[src/rtl/stack_controller.sv]
// Multicycle control unit for a small stack machine.
// Moore FSM: every control output is a pure decode of the current state
// (plus the opcode latched in DECODE). The opcode input is looked at only
// in DECODE; later states use the latched copy, so the instruction
// register may change freely after decode without disturbing the sequence.
module stack_controller (
    input  logic       clk,
    input  logic       rst,
    input  logic [2:0] OPC,
    output logic       IorD,
    output logic       memRead,
    output logic       memWrite,
    output logic       IRWrite,
    output logic       SrcA,
    output logic       SrcB,
    output logic       LdA,
    output logic       LdB,
    output logic       PCWrite,
    output logic       PCSrc,
    output logic       tos,
    output logic       Push,
    output logic       Pop,
    output logic       PCWriteCond,
    output logic       MtoS,
    output logic [1:0] AluOP,
    output logic [3:0] state
);

    typedef enum logic [3:0] {
        ST_IDLE   = 4'd0,
        ST_FETCH  = 4'd1,
        ST_DECODE = 4'd2,
        ST_POPA   = 4'd3,
        ST_POPB   = 4'd4,
        ST_EXEC   = 4'd5,
        ST_WB     = 4'd6,
        ST_PSHRD  = 4'd7,
        ST_PSHWR  = 4'd8,
        ST_POPRD  = 4'd9,
        ST_POPWR  = 4'd10,
        ST_JMP    = 4'd11,
        ST_JZTOS  = 4'd12,
        ST_JZBR   = 4'd13
    } state_t;

    // Opcode values
    localparam logic [2:0] OP_ADD  = 3'b000;
    localparam logic [2:0] OP_SUB  = 3'b001;
    localparam logic [2:0] OP_AND  = 3'b010;
    localparam logic [2:0] OP_NOT  = 3'b011;
    localparam logic [2:0] OP_PUSH = 3'b100;
    localparam logic [2:0] OP_POP  = 3'b101;
    localparam logic [2:0] OP_JMP  = 3'b110;
    localparam logic [2:0] OP_JZ   = 3'b111;

    // The state register is a plain 4-bit vector so that the two unused
    // encodings (14, 15) are representable and can be recovered from.
    logic [3:0] state_reg;
    logic [3:0] state_next;
    logic [2:0] opc_reg;
    logic [2:0] opc_next;

    // State and latched-opcode registers; reset aborts any instruction at once.
    always_ff @(posedge clk or posedge rst) begin
        if (rst) begin
            state_reg <= ST_IDLE;
            opc_reg   <= OP_ADD;
        end else begin
            state_reg <= state_next;
            opc_reg   <= opc_next;
        end
    end

    // Opcode latch: capture OPC only while decoding, hold it otherwise.
    always_comb begin
        opc_next = opc_reg;
        if (state_reg == ST_DECODE) begin
            opc_next = OPC;
        end
    end

    // Next-state logic; unknown encodings fall back to IDLE.
    always_comb begin
        state_next = ST_IDLE;
        case (state_reg)
            ST_IDLE:   state_next = ST_FETCH;
            ST_FETCH:  state_next = ST_DECODE;
            ST_DECODE: begin
                case (OPC)
                    OP_ADD,
                    OP_SUB,
                    OP_AND,
                    OP_NOT:  state_next = ST_POPA;
                    OP_PUSH: state_next = ST_PSHRD;
                    OP_POP:  state_next = ST_POPRD;
                    OP_JMP:  state_next = ST_JMP;
                    OP_JZ:   state_next = ST_JZTOS;
                    default: state_next = ST_IDLE;
                endcase
            end
            // NOT is unary: skip the second operand pop.
            ST_POPA:   state_next = (opc_reg == OP_NOT) ? ST_EXEC : ST_POPB;
            ST_POPB:   state_next = ST_EXEC;
            ST_EXEC:   state_next = ST_WB;
            ST_WB:     state_next = ST_FETCH;
            ST_PSHRD:  state_next = ST_PSHWR;
            ST_PSHWR:  state_next = ST_FETCH;
            ST_POPRD:  state_next = ST_POPWR;
            ST_POPWR:  state_next = ST_FETCH;
            ST_JMP:    state_next = ST_FETCH;
            ST_JZTOS:  state_next = ST_JZBR;
            ST_JZBR:   state_next = ST_FETCH;
            default:   state_next = ST_IDLE;
        endcase
    end

    // Moore output decode: everything defaults low, each state raises its own set.
    always_comb begin
        IorD        = 1'b0;
        memRead     = 1'b0;
        memWrite    = 1'b0;
        IRWrite     = 1'b0;
        SrcA        = 1'b0;
        SrcB        = 1'b0;
        LdA         = 1'b0;
        LdB         = 1'b0;
        PCWrite     = 1'b0;
        PCSrc       = 1'b0;
        tos         = 1'b0;
        Push        = 1'b0;
        Pop         = 1'b0;
        PCWriteCond = 1'b0;
        MtoS        = 1'b0;
        AluOP       = 2'b00;
        case (state_reg)
            ST_FETCH: begin
                // IR <= mem[PC]; PC <= PC + 1 through the ALU (ADD, PC, 1)
                memRead = 1'b1;
                IRWrite = 1'b1;
                SrcA    = 1'b1;
                SrcB    = 1'b1;
                PCWrite = 1'b1;
            end
            ST_POPA: begin
                Pop = 1'b1;
                LdA = 1'b1;
            end
            ST_POPB: begin
                Pop = 1'b1;
                LdB = 1'b1;
            end
            ST_EXEC: begin
                // A op B (or NOT A); the low opcode bits are the ALU function
                AluOP = opc_reg[1:0];
            end
            ST_WB: begin
                Push = 1'b1;
            end
            ST_PSHRD: begin
                // MDR <= mem[IR[4:0]]
                memRead = 1'b1;
                IorD    = 1'b1;
            end
            ST_PSHWR: begin
                Push = 1'b1;
                MtoS = 1'b1;
            end
            ST_POPRD: begin
                Pop = 1'b1;
                LdA = 1'b1;
            end
            ST_POPWR: begin
                // mem[IR[4:0]] <= A
                memWrite = 1'b1;
                IorD     = 1'b1;
            end
            ST_JMP: begin
                PCWrite = 1'b1;
                PCSrc   = 1'b1;
            end
            ST_JZTOS: begin
                // Peek the stack top into Z without popping
                tos = 1'b1;
            end
            ST_JZBR: begin
                PCWriteCond = 1'b1;
                PCSrc       = 1'b1;
            end
            default: begin
                // IDLE, DECODE and unused encodings drive nothing
            end
        endcase
    end

    assign state = state_reg;

endmodule
[config.mk]
export PLATFORM = sky130hd
export DESIGN_NAME = stack_controller
export DESIGN_NICKNAME = d
export VERILOG_FILES = /design/src/rtl/stack_controller.sv
export SDC_FILE = /design/constraint.sdc
export NUM_CORES = 1
export LEC_CHECK = 0
export CAP_MARGIN = 25
export CORE_MARGIN = 2
export CORE_UTILIZATION = 36
export CTS_CLUSTER_DIAMETER = 100
export DETAILED_ROUTE_END_ITERATION = 12
export GPL_TIMING_DRIVEN = 0
export PLACE_DENSITY = 0.7
export SETUP_SLACK_MARGIN = 0.3
export SYNTH_ARGS = -nofsm -noshare
export SYNTH_HDL_FRONTEND = slang
export SYNTH_SLANG_ARGS = --single-unit
[constraint.sdc]
create_clock -name clk -period 1.35 [get_ports clk]
set_input_delay 0.2025 -clock clk [delete_from_list [all_inputs] [get_ports clk]]
set_output_delay 0.2025 -clock clk [all_outputs]
set_load 0.01 [all_outputs]
==> summary.txt <==
Detailed routing
  – Antenna Violating Nets Remaining: 0
  – Pre-Repair DR Iteration Count: 4
  – Routed vias: 930
  – Total Wirelength: 3930 µm
  – Vias per cell: 6.24
  – Routed wire per std cell: 26.4 µm
  – Drt initial violations: 30
  – Detailed-route DRC error count: 0

Die
  – Die H: 44.5 µm
  – Die width: 44.5 µm
  – Starting Density: 0.388
  – Die area: 1980 µm²
  – Row count: 14
  – IO Pins: 26
  – CORE AREA: 1520 µm²

Min path
  – HP Class: in2async

Clock tree
  – Total CTS buffers: 3
  – CTS root buf: clkbuf_4
  – Clock Tree Buf Depth: 2
  – CTS clk-pin slew, worst paths: 0.07 ns
  – CTS tree: done
  – Sink Count: 7
  – Htree depth: 1
  – Clk Latency, worst-skew pair: 0.27 ns

Setup path
  – Crit path arrival time: 1.52 ns
  – WS Path Type: reg2out
  – Reg2reg setup slack: -0.20 ns
  – Crit Path Max Fanout: 7
  – R2R depth: 5
  – R2R Path End: state[0]
  – Worst Setup Start Kind: flip-flop
  – R2r startpoint: state[2]
  – Critical Path RT: 1.15 ns
  – Worst Setup End Kind: output pin

Yosys
  – #FFs+latches synth: 7
  – Synth Net Count: 79
  – Synth cell types: 29
  – Synthesis Warnings: 0
  – Sequential-to-total area share from yosys stat: 0.296
  – Synthesized area per cell: 8.22 µm²
  – Post-Syn Area: 592 µm²
  – Syn Inst Count: 72

Layout
  – Area Growth Syn to Fin: 149%
  – Final net count: 141
  – Final Util: 0.969
  – N_diodes: 0
  – Filler cells: 26
  – Number of flip-flops in the largest register: 4
  – Design Area, Final: 1480 µm²
  – Share of cells above drive strength 1: 0.767
  – Most frequent cells in the layout: buf_6 (34), buf_4 (13), buf_2 (10)
  – Most common cell after layout, fill and taps aside: buf_6

Global route
  – Initial antenna violation count: 0
  – Gr ovfl total: 0
  – Largest net degree at the start of global routing: 11
  – Vias in the first global route: 889
  – Wire length of the first global-routing pass: 4500 µm
  – Global Route Usage Sum: 0.327

Timing
  – Clock skew: 0.00353 ns
  – Min Tclk post-route: 1.72 ns
  – Slew margin rel.: 0.755
  – Tcrit/Tclk final: 1.27
  – Hold Fails Final Rpt: 0
  – Slew of the pin with the lowest slew margin: 0.368 ns
  – RSZ-0062 raised after global routing: true
  – Finish-stage setup viols: 22
  – Final count of pins violating max slew: 0
  – Worst setup margin: -0.370 ns
  – Fmax: 581 MHz

Place
  – DP HPWL: 1270 µm
  – Setup WS pre-CTS: -0.509 ns
  – IO buf count: 25
  – GPL Wtd Cong: 0.758
  – Placed cell areas: 975 µm²

Job
  – Max Cap Viol: 0

Run status
  – Violated checks: negative setup slack
  – Status: complete, but fails checks

Power and ir drop
  – Cell Pwr Density: 2810 nW/µm²
  – Gate power share: 0.844
  – Int Pwr: 0.00234 W
  – Peak VDD IR: 2110 µV
  – Switching pwr: 0.00181 W
  – Total leakage power: 0.715 nW
  – Sequential Power Share: 0.103
  – Clock Power Share: 0.053
  – Sw frac: 0.436
[power by group through the flow]
stage                     clock [W]  combinational (W)  sequential, W
after floorplan                   0            0.00118       0.000424
after global placement            0            0.00180       0.000420
after detailed placement          0            0.00182       0.000418
after CTS                  0.000204            0.00286       0.000395
after global routing       0.000223            0.00359       0.000433
final                      0.000219            0.00350       0.000428
[how the worst max path moves through the flow]
stage                   from  endpoint  cells past startpoint
floorplan           state[1]      SrcA                      4
global placement    state[1]      SrcA                      5
detailed placement  state[1]      SrcA                      5
CTS                 state[1]      SrcA                      6
global route        state[1]      SrcA                      6
finish              state[2]       Pop                      5
[cell families after synthesis]
| kind of cell | after synthesis | share of synthesized area |
|---|---|---|
| xor+xnor | 2 | 0.0296 |
| simple gates | 33 | 0.323 |
| buf+inv | 13 | 0.108 |
| compound gates | 12 | 0.144 |
| fa+ha+maj | 2 | 0.0423 |
| flops | 7 | 0.296 |
| mux | 3 | 0.0571 |
[area by class of cell]
class / count / area, µm² / area share
repair buffers: 57 / 543 / 0.368
inverters: 5 / 21.3 / 0.0144
multi-input cells: 52 / 591 / 0.400
clock buffers: 4 / 26.3 / 0.0178
well taps: 16 / 20.0 / 0.0136
flip-flops and latches: 7 / 178 / 0.120
plain buffers: 8 / 97.6 / 0.0661
[worst max-delay path, cell delays in order, from the launching register on]
cell	delay (ns)
dfrtp_1	0.42
buf_6	0.16
buf_8	0.14
a22oi_1	0.23
o22ai_1	0.14
buf_2	0.16
[routing by layer]
metal | vias up | share of wire | global-route usage
met3 | 20 | 0.090 | 0.127
li1 | 378 | - | -
met1 | 449 | 0.36 | 0.386
met4 | 0 | 0.048 | 0.133
met5 | - | 0 | 0
met2 | 83 | 0.50 | 0.528
[repair_timing]
| item | 4_1_cts | 5_1_grt |
|---|---|---|
| gates cloned | 2 | 0 |
| setup buffers | 26 | 4 |
| pin swaps | 12 | 5 |
| hold buffers | 0 | 0 |
| gates resized for setup | 136 | 21 |
| endpoints found under the setup margin | 28 | 27 |
[cells in the mapped netlist]
cell type / number / area (µm²)
o31ai_1: 1 / 7.51
a221o_1: 1 / 10.0
nand3b_1: 2 / 15.0
nor2b_1: 4 / 25.0
a21oi_1: 2 / 10.0
o22ai_1: 3 / 18.8
buf_2: 6 / 30.0
dfrtp_1: 7 / 175
mux2_2: 3 / 33.8
xnor2_1: 1 / 8.76
nand2_1: 5 / 18.8
and4b_1: 1 / 10.0
a22oi_1: 2 / 15.0
nand2b_1: 3 / 18.8
inv_1: 5 / 18.8
ha_1: 2 / 25.0
nand4_1: 1 / 6.26
and3_1: 3 / 18.8
a21boi_0: 1 / 7.51
nor3b_1: 2 / 15.0
nor4b_1: 1 / 8.76
a22o_1: 1 / 8.76
a21boi_1: 1 / 7.51
nor3_1: 4 / 20.0
xor2_1: 1 / 8.76
and2_1: 1 / 6.26
nor3_2: 1 / 10.0
buf_4: 2 / 15.0
nor2_1: 5 / 18.8
[through the flow]
stage          hold WS (ns)  power (W)  cells  setup TNS [ns]
2_1_floorplan       0.00576    0.00160     72         -0.0418
3_3_place_gp          0.447    0.00223    113           -6.60
3_5_place_dp          0.450    0.00224    113           -6.78
4_1_cts               0.171    0.00346    145           -3.25
5_1_grt               0.225    0.00424    149           -5.82
6_report              0.187    0.00415    149           -5.50
Note: power is estimated with default switching activity, not from simulation.
